File: config.mk
export PLATFORM = sky130hd
export DESIGN_NAME = tx8_serializer
export DESIGN_NICKNAME = d
export VERILOG_FILES = /design/src/rtl/tx8_serializer_pkg.sv /design/src/rtl/tx8_serializer_period.sv /design/src/rtl/tx8_serializer.sv
export SDC_FILE = /design/constraint.sdc
export NUM_CORES = 1
export LEC_CHECK = 0
export ABC_AREA = 1
export CAP_MARGIN = 5
export CORE_ASPECT_RATIO = 0.6
export CORE_MARGIN = 5
export CORE_UTILIZATION = 40
export CTS_CLUSTER_SIZE = 24
export DETAILED_ROUTE_END_ITERATION = 10
export PLACE_DENSITY = 0.71
export SETUP_SLACK_MARGIN = 0.3
export SLEW_MARGIN = 5
export SYNTH_ARGS = -nofsm -noshare
export SYNTH_HDL_FRONTEND = slang
export SYNTH_HIERARCHICAL = 1
export SYNTH_SLANG_ARGS = --single-unit
File: constraint.sdc
create_clock -name clk -period 3.9 [get_ports clk]
set_input_delay 0.585 -clock clk [delete_from_list [all_inputs] [get_ports clk]]
set_output_delay 0.585 -clock clk [all_outputs]
set_load 0.1 [all_outputs]
File: src/rtl/tx8_serializer_pkg.sv
// Shared definitions for the 8-bit parallel-to-serial transmitter.
//   tx_state_t : FSM state encoding (IDLE=1'b0, SHIFT=1'b1)
//   head_bit() : bit of a byte that goes out on the wire first for a given order
package tx8_serializer_pkg;

    typedef enum logic {
        IDLE  = 1'b0,
        SHIFT = 1'b1
    } tx_state_t;

    localparam int unsigned FRAME_BITS = 8;

    // Bit currently at the "output end" of the shift register.
    function automatic logic head_bit(input logic [7:0] v, input bit lsb_first);
        return lsb_first ? v[0] : v[7];
    endfunction

endpackage

File: src/rtl/tx8_serializer_period.sv
// bit_period_cnt: free-running bit-period counter with synchronous clear.
//   clk   : clock, rising edge
//   res   : asynchronous active-low reset
//   clear : forces the count back to 0 on the next edge
//   limit : terminal count (BIT_CYCLES-1)
//   tick  : high while count == limit
module bit_period_cnt (
    input  logic       clk,
    input  logic       res,
    input  logic       clear,
    input  logic [7:0] limit,
    output logic       tick
);

    logic [7:0] count;

    always_ff @(posedge clk or negedge res) begin
        if (!res)       count <= 8'd0;
        else if (clear) count <= 8'd0;
        else            count <= count + 8'd1;
    end

    assign tick = (count == limit);

endmodule

File: src/rtl/tx8_serializer.sv
// tx8_serializer: accepts one byte over a valid/ready handshake and shifts it
// out one bit per BIT_CYCLES clocks, framed by Ser_Frame.
//   clk       : clock, rising edge
//   res       : asynchronous active-low reset (aborts any frame in flight)
//   Tx_Data   : byte to send, sampled only on handshake
//   Tx_Valid  : source offers Tx_Data
//   Tx_Ready  : high only in IDLE (combinational from state)
//   Ser_Out   : serial data, registered
//   Ser_Frame : high while the 8 data bits are on Ser_Out, registered
//   Tx_Done   : one-cycle pulse after the last bit period, registered
module tx8_serializer
    import tx8_serializer_pkg::*;
#(
    parameter int unsigned BIT_CYCLES = 1,
    parameter bit          LSB_FIRST  = 1
) (
    input  logic       clk,
    input  logic       res,
    input  logic [7:0] Tx_Data,
    input  logic       Tx_Valid,
    output logic       Tx_Ready,
    output logic       Ser_Out,
    output logic       Ser_Frame,
    output logic       Tx_Done
);

    localparam logic [7:0] PERIOD_LIMIT = 8'(BIT_CYCLES - 1);

    tx_state_t  state;
    logic [7:0] sreg;
    logic [7:0] sreg_nxt;
    logic [2:0] bit_cnt;
    logic       tick;
    logic       period_clr;

    assign Tx_Ready = (state == IDLE);

    // Held at zero while idle so the first bit period starts counting from 0
    // right after the handshake edge; restarted at every bit boundary.
    assign period_clr = (state != SHIFT) | tick;

    bit_period_cnt u_period (
        .clk   (clk),
        .res   (res),
        .clear (period_clr),
        .limit (PERIOD_LIMIT),
        .tick  (tick)
    );

    // Move the next bit to the output end of the register.
    assign sreg_nxt = LSB_FIRST ? {1'b0, sreg[7:1]} : {sreg[6:0], 1'b0};

    always_ff @(posedge clk or negedge res) begin
        if (!res) begin
            state     <= IDLE;
            sreg      <= 8'd0;
            bit_cnt   <= 3'd0;
            Ser_Out   <= 1'b0;
            Ser_Frame <= 1'b0;
            Tx_Done   <= 1'b0;
        end else begin
            Tx_Done <= 1'b0;
            case (state)
                IDLE: begin
                    if (Tx_Valid) begin
                        sreg      <= Tx_Data;
                        Ser_Out   <= head_bit(Tx_Data, LSB_FIRST);
                        Ser_Frame <= 1'b1;
                        bit_cnt   <= 3'd0;
                        state     <= SHIFT;
                    end
                end
                SHIFT: begin
                    if (tick) begin
                        if (bit_cnt != 3'd7) begin
                            sreg    <= sreg_nxt;
                            Ser_Out <= head_bit(sreg_nxt, LSB_FIRST);
                            bit_cnt <= bit_cnt + 3'd1;
                        end else begin
                            state     <= IDLE;
                            Ser_Out   <= 1'b0;
                            Ser_Frame <= 1'b0;
                            Tx_Done   <= 1'b1;
                        end
                    end
                end
                default: state <= IDLE;
            endcase
        end
    end

endmodule

# [After elaboration in Yosys (flattened, before gate mapping)]
# Index checks and enable logic that the tools add are counted.
[word_totals] regBits=23 output_inout_bits=4 wordCells=44
[op_classes] add_sub_neg=2 n_eq_ne=5 mux=24 bitwise_logic=2 n_reduce_logical=4
[op_table] cell="$mux W8" count=4
[op_table] cell="$pmux W8 S2" count=1
[op_table] cell="$mux W1" count=12
[op_table] cell="$mux W3" count=3
[op_table] cell="$add A8 B1 Y8 const B" count=1
[op_table] cell="$logic_not A8 Y1" count=1
[op_table] cell="$pmux W1 S2" count=3
[op_table] cell="$pmux W3 S2" count=1
[op_table] cell="$reduce_and A3 Y1" count=2
[op_table] cell="$ne A2 B1 Y1 const B" count=2
[op_table] cell="$ne A2 B2 Y1 const B" count=2
[op_table] cell="$add A3 B1 Y3 const B" count=1
[op_table] cell="$ne A3 B3 Y1 const B" count=1
[op_table] cell="$reduce_and A2 Y1" count=1
[op_table] cell="$not A1 Y1" count=1
[op_table] cell="$or A1 B1 Y1" count=1

# [Longest topological paths before layout]
# Gate-level depths: netlist of run 1.
[depth] depth_word=4 ltp_mapped=11 depth_no_buf=11

# [By module]
# Netlist of run 1, hierarchy kept.
[modules_own_cells] mod="tx8_serializer" n_inst=1 cells_per_inst=95 area_each_um2=723.2
[modules_own_cells] mod="bit_period_cnt" n_inst=1 cells_per_inst=84 area_each_um2=530.5

# [Worst setup path after synthesis of run 1]
# No wires, ideal clock.
[synth_path] path_kind="register -> output" startpoint="reg Ser_Out" endpoint="out Ser_Out" arrival_ns=0.898 t_required_ns=3.315 setup_slack_ns=2.417 path_stages_with_launch=1 cell_sequence="dfrtp_1"
[synth_rtl] item="start: declaration" line_no="tx8_serializer.sv:22" text="output logic Ser_Out,"
[synth_rtl] item="start signal: assignment" line_no="tx8_serializer.sv:67" text="Ser_Out <= head_bit(Tx_Data, LSB_FIRST);"
[synth_rtl] item="start signal: assignment" line_no="tx8_serializer.sv:77" text="Ser_Out <= head_bit(sreg_nxt, LSB_FIRST);"
# No word-level cell between the ends.

# [Final worst setup path of run 1]
[layout_path] startpoint="reg state" endpoint="out Tx_Ready"
[layout_between] elab_chain_len=1
[layout_rtl] item="start: declaration" line_no="tx8_serializer.sv:29" text="tx_state_t state;"
[layout_rtl] item="start signal: assignment" line_no="tx8_serializer.sv:55" text="state <= IDLE;"
[layout_rtl] item="start signal: assignment" line_no="tx8_serializer.sv:70" text="state <= SHIFT;"
[layout_rtl] item="start signal: assignment" line_no="tx8_serializer.sv:80" text="state <= IDLE;"
[layout_rtl] item="$not A1 Y1"
[layout_rtl] item="end: declaration" line_no="tx8_serializer.sv:21" text="output logic Tx_Ready,"
# No other way between the ends.

==> reports/metrics.csv, run 1 <==
metric,value,unit
outcome,completed,
vias in the first global route,933,
filler cell count,309,
Global Route Usage Sum,13.64,%
Post-Route WL,2552,µm
Power Density,496.6,nW/µm²
minimum clock period,2826,ps
Pwr Total,0.0007723,W
CTS H-Tree Depth,1,
Die H,53.37,µm
WL per Instance,10.13,µm
DIE WIDTH,82.28,µm
Peak Freq,353.9,MHz
r2r endpoint,sreg[2],
"most common cell after layout, fill and taps aside",nand2_1,
clock skew,11.93,ps
crit path launch,state,
Arrival @ worst endpoint,2240,ps
fin util,53.12,%
"commonest non-fill, non-tap cells in the layout","nand2_1, dfrtp_1, inv_1, nor2_1, conb_1",
via count,1079,
Synth-to-Final Area Change,24.05,%
Final setup violation count,0,
relative slew slack,35.44,%
initial antenna violation count,0,
I/O Buffers,14,
Max Cap Violations,0,
CP Capture Point,Tx_Ready,
syn_area_per_cell,7.004,µm²
Critical Path End Type,output pin,
worst-skew pair later-pin latency,270,ps
reg-to-reg setup timing slack,2120,ps
largest net degree at the start of global routing,23,
CTS Hold Bufs,0,
FF-to-FF Start,u_period/count[0],
Final Max Slew Viols,0,
post-CTS setup buffers,0,
die area,4391,µm²
DP Cell Count,248,
area of the core,2928,µm²
area of the multi-input gates,654.4,µm²
Sink Count,22,
leakage power total,0.8808,nW
Synth Instances,179,
Critical Path RT,3310,ps
Std-Cell Rows,15,
FF/Latch Area,550.5,µm²
Setup Total Neg Slack,0,ps
initial core utilization,42.82,%
Post-route DRC,0,
cell area after synthesis,1254,µm²
post-CTS sizing,0,
grt ovf,0,
Final Hold Vio Count,0,
worst hold path class,reg2reg,
Ys Warns,6,
cells on worst reg2reg path,10,
Non-Filler Instances,252,
post-DP HPWL,1988,µm
first-pass GRT wire length,4422,µm
register bit total from synthesis,22,
CP Class,reg2out,
CTS buffer count,3,
RSZ-0062 raised after global routing,false,
Root Driver,clkbuf_8,
"antenna viol nets, final",0,
worst slew pin tran,965.4,ps
period utilisation layout,72.45,%
CTS Buffer Depth,2,
CTS tree,built,
VDD IR-drop max,237.8,µV
# IOs,15,
Final nets,226,
First DRT Iteration DRCs,123,
Critical Path Fanout Max,14,
"Seq/Total Area, Yosys",43.91,%
Clock transition at path regs,90,ps
Yosys cell types,19,
Startpoint Class,flop,
antenna cells,0,
share of cells above drive strength 1,8.095,%
gp weighted congestion,0.7967,
TritonRoute pass-1 iters,5,
via/cell ratio,4.282,
## through the flow
step	area, µm²	hold WS (ps)	worst slack [ps]
after global placement	1484	454.9	1394
after detailed placement	1484	459.3	1354
after CTS	1555	481.1	1055
after global routing	1555	502.8	992.5
after floorplan	1310	289.4	2417
final	1555	476.6	1074
## kinds of logic (layout without fill, tap and decap cells)
family / count (synthesis) / count (layout) / share of synthesized area, %
AND/OR/NAND/NOR: 120 / 120 / 40.62
other: 1 / 16 / 0.2991
buffers and inverters: 25 / 41 / 8.383
flip-flops: 22 / 22 / 43.91
adder cells (fa/ha/maj): 4 / 4 / 3.992
AO/OA/AOI/OAI: 7 / 7 / 2.794
## worst max-delay path, cell delays in order, from the launching register on
cell,delay (ps)
dfrtp_1,550
inv_2,250
clkdlybuf4s50_1,1170
## worst min-delay path by stage
stage | start | cells past startpoint | slack, ps | end
after floorplan | res | 0 | 290 | Ser_Frame
after global placement | Ser_Frame | 2 | 450 | Ser_Frame
after detailed placement | Ser_Frame | 2 | 460 | Ser_Frame
after CTS | Ser_Frame | 2 | 480 | Ser_Frame
after global routing | bit_cnt[1] | 2 | 500 | bit_cnt[1]
final | Ser_Frame | 2 | 480 | Ser_Frame
## synth_stat cells, drive strengths merged
cell type / number / area share (%)
nor2: 23 / 7.7
a21oi: 4 / 1.6
nand3: 14 / 6.4
o21ai: 3 / 1.2
nand2: 81 / 25
inv: 22 / 6.6
conb: 1 / 0.30
nor3b: 1 / 1.0
clkinv: 1 / 0.30
dfrtp: 22 / 44
buf: 2 / 1.5
nand4: 1 / 0.50
ha: 4 / 4.0
## layer usage
layer	wire, µm	GRT usage (%)
met2	1002	18.35
met3	159	4.082
met5	0	0
met1	1382	21.29
met4	8	1.657
## cell type report
type / instances / area share [%]
clock buffer: 3 / 2.655
timing repair buffer: 14 / 9.010
multi-input combinational: 147 / 42.08
clock inverter: 1 / 1.931
inverter: 23 / 5.551
tap: 42 / 3.379
sequential: 22 / 35.40
## power breakdown
group | switching, W | internal, W | leakage (nW)
clock | 0.0000743 | 0.000137 | 0.0357
sequential | 0.0000530 | 0.000279 | 0.281
combinational | 0.000136 | 0.0000923 | 0.564
total | 0.000264 | 0.000509 | 0.881
## flip-flops by register name (all words and copies together), names as in the netlist
name            flops
Ser_Out             1
bit_cnt             3
u_period/count      8
sreg                7
state               1
Ser_Frame           1
Tx_Done             1
No activity file was read; power rests on OpenSTA's default activity.
==> run 2: changes to the inputs <==
--- a/config.mk
+++ b/config.mk
@@ -12,7 +12,7 @@
 export CORE_UTILIZATION = 40
 export CTS_CLUSTER_SIZE = 24
 export DETAILED_ROUTE_END_ITERATION = 10
-export PLACE_DENSITY = 0.71
+export PLACE_DENSITY = 0.74
 export SETUP_SLACK_MARGIN = 0.3
 export SLEW_MARGIN = 5
 export SYNTH_ARGS = -nofsm -noshare
==> constraint.sdc (replaced) <==
create_clock -name clk -period 2.3 [get_ports clk]
set_input_delay 0.345 -clock clk [delete_from_list [all_inputs] [get_ports clk]]
set_output_delay 0.345 -clock clk [all_outputs]
set_load 0.1 [all_outputs]
==> run 2 against run 1 <==
Sequential power up 71%. Global-route usage did not move. Utilization shrank 0.21 points. Clock power increased by 34%. Critical path depth is 8 higher. Largest cell class unchanged. Final area is 0.40% lower. First-iteration DRC count is 63% lower. Via count rose by 2.6%. Register-to-register slack got worse by 1600 ps. Combinational power is 75% higher. Largest power group unchanged.
==> reports/metrics.csv, run 2 (synthesized netlist as in run 1, its figures left out) <==
metric,value,unit,change
TritonRoute pass-1 iters,4,,was 5
Global Route Usage Sum,13.64,%,unchanged
die area,4391,µm²,unchanged
worst hold path class,in2async,,was reg2reg
initial core utilization,42.82,%,unchanged
gp weighted congestion,0.8102,,was 0.7967
Final Hold Vio Count,0,,unchanged
filler cell count,288,,was 309
Power Density,809.7,nW/µm²,was 496.6 nW/µm²
Setup WS pre-CTS,603.7,ps,was 1354 ps
Largest Register,u_period/count,,unchanged
CTS Hold Bufs,0,,unchanged
Max Cap Violations,0,,unchanged
Post-route DRC,0,,unchanged
outcome,completed,,unchanged
reg-to-reg setup timing slack,540,ps,was 2120 ps
Critical Path Fanout Max,10,,was 14
fin util,52.91,%,was 53.12%
final worst slack,536.4,ps,was 1074 ps
via/cell ratio,4.375,,was 4.282
leakage power total,0.8894,nW,was 0.8808 nW
I/O Buffers,14,,unchanged
initial antenna violation count,0,,unchanged
"commonest non-fill, non-tap cells in the layout","nand2_1, dfrtp_1, inv_1, nor2_1, conb_1",,unchanged
Non-Filler Instances,253,,was 252
Synth-to-Final Area Change,23.55,%,was 24.05%
Setup Total Neg Slack,0,ps,unchanged
CTS tree,built,,unchanged
antenna cells,0,,unchanged
Peak Freq,567.0,MHz,
Arrival @ worst endpoint,1920,ps,was 2240 ps
DP Cell Count,249,,was 248
Root Driver,clkbuf_8,,unchanged
First DRT Iteration DRCs,45,,was 123
area of the core,2928,µm²,unchanged
worst-skew pair later-pin latency,270,ps,about the same
"antenna viol nets, final",0,,unchanged
grt ovf,0,,unchanged
Std-Cell Rows,15,,unchanged
Startpoint Class,flop,,unchanged
Critical Path RT,2460,ps,was 3310 ps
post-DP HPWL,1905,µm,was 1988 µm
Clock transition at path regs,80,ps,was 90 ps
via count,1107,,was 1079
Sink Count,22,,unchanged
Final setup violation count,0,,unchanged
WL per Instance,10.42,µm,was 10.13 µm
vias in the first global route,878,,was 933
CTS buffer count,3,,unchanged
RSZ-0062 raised after global routing,false,,unchanged
post-CTS sizing,0,,unchanged
DIE WIDTH,82.28,µm,unchanged
clock skew,4.847,ps,was 11.93 ps
Post-Route WL,2637,µm,was 2552 µm
largest net degree at the start of global routing,23,,unchanged
Die H,53.37,µm,unchanged
CTS H-Tree Depth,1,,unchanged
CP Class,reg2reg,,was reg2out
minimum clock period,1764,ps,
"most common cell after layout, fill and taps aside",nand2_1,,unchanged
CTS Buffer Depth,2,,unchanged
biggest regs,"u_period/count (8), sreg (7), bit_cnt (3)",,unchanged
period utilisation layout,76.68,%,
VDD IR-drop max,399.7,µV,was 237.8 µV
number of flip-flops under the largest register name,8,,unchanged
first-pass GRT wire length,4326,µm,was 4422 µm
Final Max Slew Viols,0,,unchanged
share of cells above drive strength 1,10.43,%,was 8.095%
# IOs,15,,unchanged
Critical Path End Type,flop,,was output pin
Pwr Total,0.001254,W,was 0.0007723 W
post-CTS setup buffers,0,,unchanged
Final nets,227,,was 226
[run 2: changes by cell type in the layout (fill, tap and decap cells not counted)]
| cell | before | now |
|---|---|---|
| clkdlybuf4s50_1 | 14 | 10 |
| buf_12 | 0 | 1 |
| bufinv_16 | 1 | 0 |
| clkbuf_8 | 3 | 4 |
| buf_4 | 0 | 4 |
[run 2: stage by stage]
step                area, µm²  hold WS [ps]
floorplan                1310         49.41
global placement         1494         460.5
detailed placement       1494         465.5
CTS                      1549         429.4
global route             1549         434.6
finish                   1549         416.6
[run 2: where the power goes]
part,leakage (nW),switching (W),internal [W]
Combinational,0.580,0.000243,0.000159
Sequential,0.281,0.0000962,0.000473
Clock,0.0288,0.000131,0.000153
Total,0.889,0.000469,0.000785
[run 2: worst paths after layout]
kind,start,endpoint,depth (start not counted)
min,res,state,2
min in group clk,Ser_Frame,Ser_Frame,2
max reg2reg,u_period/count[0],sreg[4],10
max in group asynchronous,res,u_period/count[0],2
max,u_period/count[0],sreg[4],10
min reg2reg,Ser_Frame,Ser_Frame,2
[run 2: per-layer routing]
| layer | track usage, % | wire length (µm) | share of wire, % | vias to the layer above |
|---|---|---|---|---|
| met5 | 0 | 0 | 0 | - |
| met4 | 4.972 | 33 | 1.3 | 0 |
| met3 | 4.592 | 135 | 5.1 | 4 |
| met2 | 18.09 | 1059 | 40 | 25 |
| met1 | 19.94 | 1408 | 53 | 486 |
| li1 | - | - | - | 592 |
[run 2: critical path: stages, from the launching register on]
cell and delay [ps]:
dfrtp_1 450, nor2_1 120, nor2_1 50, nor2_1 100
nand2_1 50, nor2_1 170, inv_1 80, nand2_1 170
nand3_2 250, nand2_1 130, nand2_1 70
[run 2: area by class of cell]
type                    count  area (µm²)  share of cell area [%]
flip-flops and latches     22       550.5                   35.54
inverters                  23       86.33                   5.573
multi-input cells         147       654.4                   42.25
well taps                  42       52.55                   3.393
clock buffers               4       55.05                   3.554
repair buffers             15       150.1                   9.693
==> run 3: changes to the inputs <==
--- a/config.mk
+++ b/config.mk
@@ -12,7 +12,7 @@
 export CORE_UTILIZATION = 40
 export CTS_CLUSTER_SIZE = 24
 export DETAILED_ROUTE_END_ITERATION = 10
-export PLACE_DENSITY = 0.74
+export PLACE_DENSITY = 0.71
 export SETUP_SLACK_MARGIN = 0.3
 export SLEW_MARGIN = 5
 export SYNTH_ARGS = -nofsm -noshare
==> constraint.sdc (replaced) <==
create_clock -name clk -period 1.8 [get_ports clk]
set_input_delay 0.27 -clock clk [delete_from_list [all_inputs] [get_ports clk]]
set_output_delay 0.27 -clock clk [all_outputs]
set_load 0.1 [all_outputs]
==> run 3 against run 2 <==
Utilization rose by 5.2 points. Highest routed layer unchanged. Register-to-register slack got worse by 210 ps. Combinational power rose by 61%. Die area did not move.
==> reports/metrics.csv, run 3 (synthesized netlist as in run 1, its figures left out) <==
metric,value,unit,change
DR WL met2,1252,µm,was 1059 µm
antenna cells,0,,unchanged
TritonRoute pass-1 iters,4,,unchanged
grt ovf,0,,unchanged
Critical Path End Type,flop,,unchanged
WP buf/inv,1,,unchanged
P_sw,0.0006188,W,was 0.0004695 W
"most common cell after layout, fill and taps aside",nand2_1,,unchanged
Synth-to-Final Area Change,35.73,%,was 23.55%
RSZ-0062 raised after global routing,true,,was false
Arrival @ worst endpoint,1630,ps,was 1920 ps
number of flip-flops under the largest register name,8,,unchanged
leakage power total,0.9476,nW,was 0.8894 nW
WL per Instance,11.21,µm,was 10.42 µm
biggest regs,"u_period/count (8), sreg (7), bit_cnt (3)",,unchanged
period utilisation layout,82.06,%,was 76.68%
Die H,53.37,µm,unchanged
Top Family by Delay on Critical Path,simple AND/OR/NAND/NOR gates,,unchanged
area of the core,2928,µm²,unchanged
met3 wire length,168,µm,was 135 µm
Root Driver,clkbuf_8,,unchanged
initial core utilization,42.82,%,unchanged
Setup Total Neg Slack,0,ps,unchanged
clock share of power,18.4,%,was 22.6%
minimum clock period,1477,ps,was 1764 ps
Final Max Slew Viols,0,,unchanged
Critical Path Slowest Stage Cell,dfrtp_1,,unchanged
fin util,58.12,%,was 52.91%
CTS Hold Bufs,0,,unchanged
Power Density,970.7,nW/µm²,was 809.7 nW/µm²
outcome,completed,,unchanged
Post-Route WL,2970,µm,was 2637 µm
post-DP HPWL,1960,µm,was 1905 µm
P_int,0.001033,W,was 0.0007848 W
Startpoint Class,flop,,unchanged
worst hold path class,in2async,,unchanged
CTS tree,built,,unchanged
Critical Path Fanout Max,6,,was 10
"commonest non-fill, non-tap cells in the layout","nand2_1, dfrtp_1, inv_1, nor2_1, conb_1",,unchanged
Sink Count,22,,unchanged
Flop pwr share,42.5,%,was 45.4%
DIE WIDTH,82.28,µm,unchanged
VDD IR-drop max,416.5,µV,was 399.7 µV
worst-skew pair later-pin latency,260,ps,was 270 ps
CTS H-Tree Depth,1,,unchanged
WL met1,1540,µm,was 1408 µm
initial antenna violation count,0,,unchanged
Post-route DRC,0,,unchanged
Critical Path RT,1950,ps,was 2460 ps
via/cell ratio,4.400,,was 4.375
Max Cap Violations,0,,unchanged
Peak Freq,677.0,MHz,was 567.0 MHz
Std-Cell Rows,15,,unchanged
Final Hold Vio Count,0,,unchanged
First DRT Iteration DRCs,69,,was 45
largest net degree at the start of global routing,23,,unchanged
Slowest Stage Delay on Critical Path,400,ps,was 450 ps
clock skew,1.200,ps,was 4.847 ps
filler cell count,281,,was 288
sw frac,37.46,%,was 37.43%
die area,4391,µm²,unchanged
I/O Buffers,14,,unchanged
gp weighted congestion,0.7661,,was 0.8102
"antenna viol nets, final",0,,unchanged
via count,1166,,was 1107
# IOs,15,,unchanged
share of cells above drive strength 1,22.42,%,was 10.43%
Logic pwr share,39.1,%,was 32.0%
Final nets,240,,was 227
Global Route Usage Sum,13.68,%,was 13.64%
Largest Register,u_period/count,,unchanged
Final setup violation count,0,,unchanged
CTS buffer count,3,,unchanged
CP Class,reg2reg,,unchanged
CTS Buffer Depth,2,,unchanged
Clock transition at path regs,80,ps,about the same
max layer used,met4,,unchanged
vias in the first global route,950,,was 878
Pwr Total,0.001652,W,was 0.001254 W
crit path cell chain,nor2_1 > nor2_1 > nor2_1 > nand2_1 > nor2_4 > inv_2 > nand2_4 > nand3_4 > nand2_1 > nand2_1,,was nor2_1 > nor2_1 > nor2_1 > nand2_1 > nor2_1 > inv_1 > nand2_1 > nand3_2 > nand2_1 > nand2_1
first-pass GRT wire length,4395,µm,was 4326 µm
## run 3: final timing paths
kind,from,endpoint,slack [ps],cells past startpoint
worst min-delay path,res,Ser_Frame,350,2
max in group asynchronous,res,u_period/count[2],1200,2
min in group clk,Ser_Frame,Ser_Frame,490,2
worst max register to register,u_period/count[0],sreg[5],320,10
worst min register to register,Ser_Frame,Ser_Frame,490,2
worst max-delay path,u_period/count[0],sreg[5],320,10
## run 3: timing repair
action                     4_1_cts  5_1_grt
setup endpoints to repair       17       19
gates cloned                     1        2
pin swaps                        1       10
buffers inserted                 1        5
gates resized for setup          6       18
hold endpoints to repair         0        0
## run 3: layer usage
metal  up-vias  track usage [%]
met5         -                0
met4         0            3.315
met3         2            4.422
met2        27            17.95
met1       517            20.89
li1        620                -
## run 3: metrics by stage
stage | cell area (µm²) | instances | hold WS [ps] | setup WS (ps)
floorplan | 1310 | 194 | -25.59 | 349.4
global placement | 1524 | 253 | 458.4 | 160.6
detailed placement | 1524 | 253 | 463.1 | 115.0
CTS | 1603 | 258 | 360.6 | 299.1
global route | 1702 | 265 | 368.9 | 217.9
finish | 1702 | 265 | 351.0 | 323.0
## run 3: worst reg2reg max path, delay by kind of cell, from the launching register on
family	cells	cell delay (ps)
flip-flops	1	400
AND/OR/NAND/NOR	9	910
buffers and inverters	1	70
## run 3: area by class of cell
class | instances | area, µm² | share of cell area (%)
clock buffer | 3 | 41.29 | 2.426
inverter | 23 | 88.84 | 5.221
multi-input combinational | 149 | 732.0 | 43.01
sequential | 22 | 553.0 | 32.50
tap | 42 | 52.55 | 3.088
timing repair buffer | 26 | 234.0 | 13.75
## run 3: power groups by stage
stage | Clock [W] | Combinational, W | Sequential [W]
after floorplan | 0 | 0.000375 | 0.000717
after global placement | 0 | 0.000552 | 0.000707
final | 0.000304 | 0.000647 | 0.000701
after detailed placement | 0 | 0.000553 | 0.000708
after global routing | 0.000333 | 0.000722 | 0.000716
after CTS | 0.000310 | 0.000580 | 0.000691
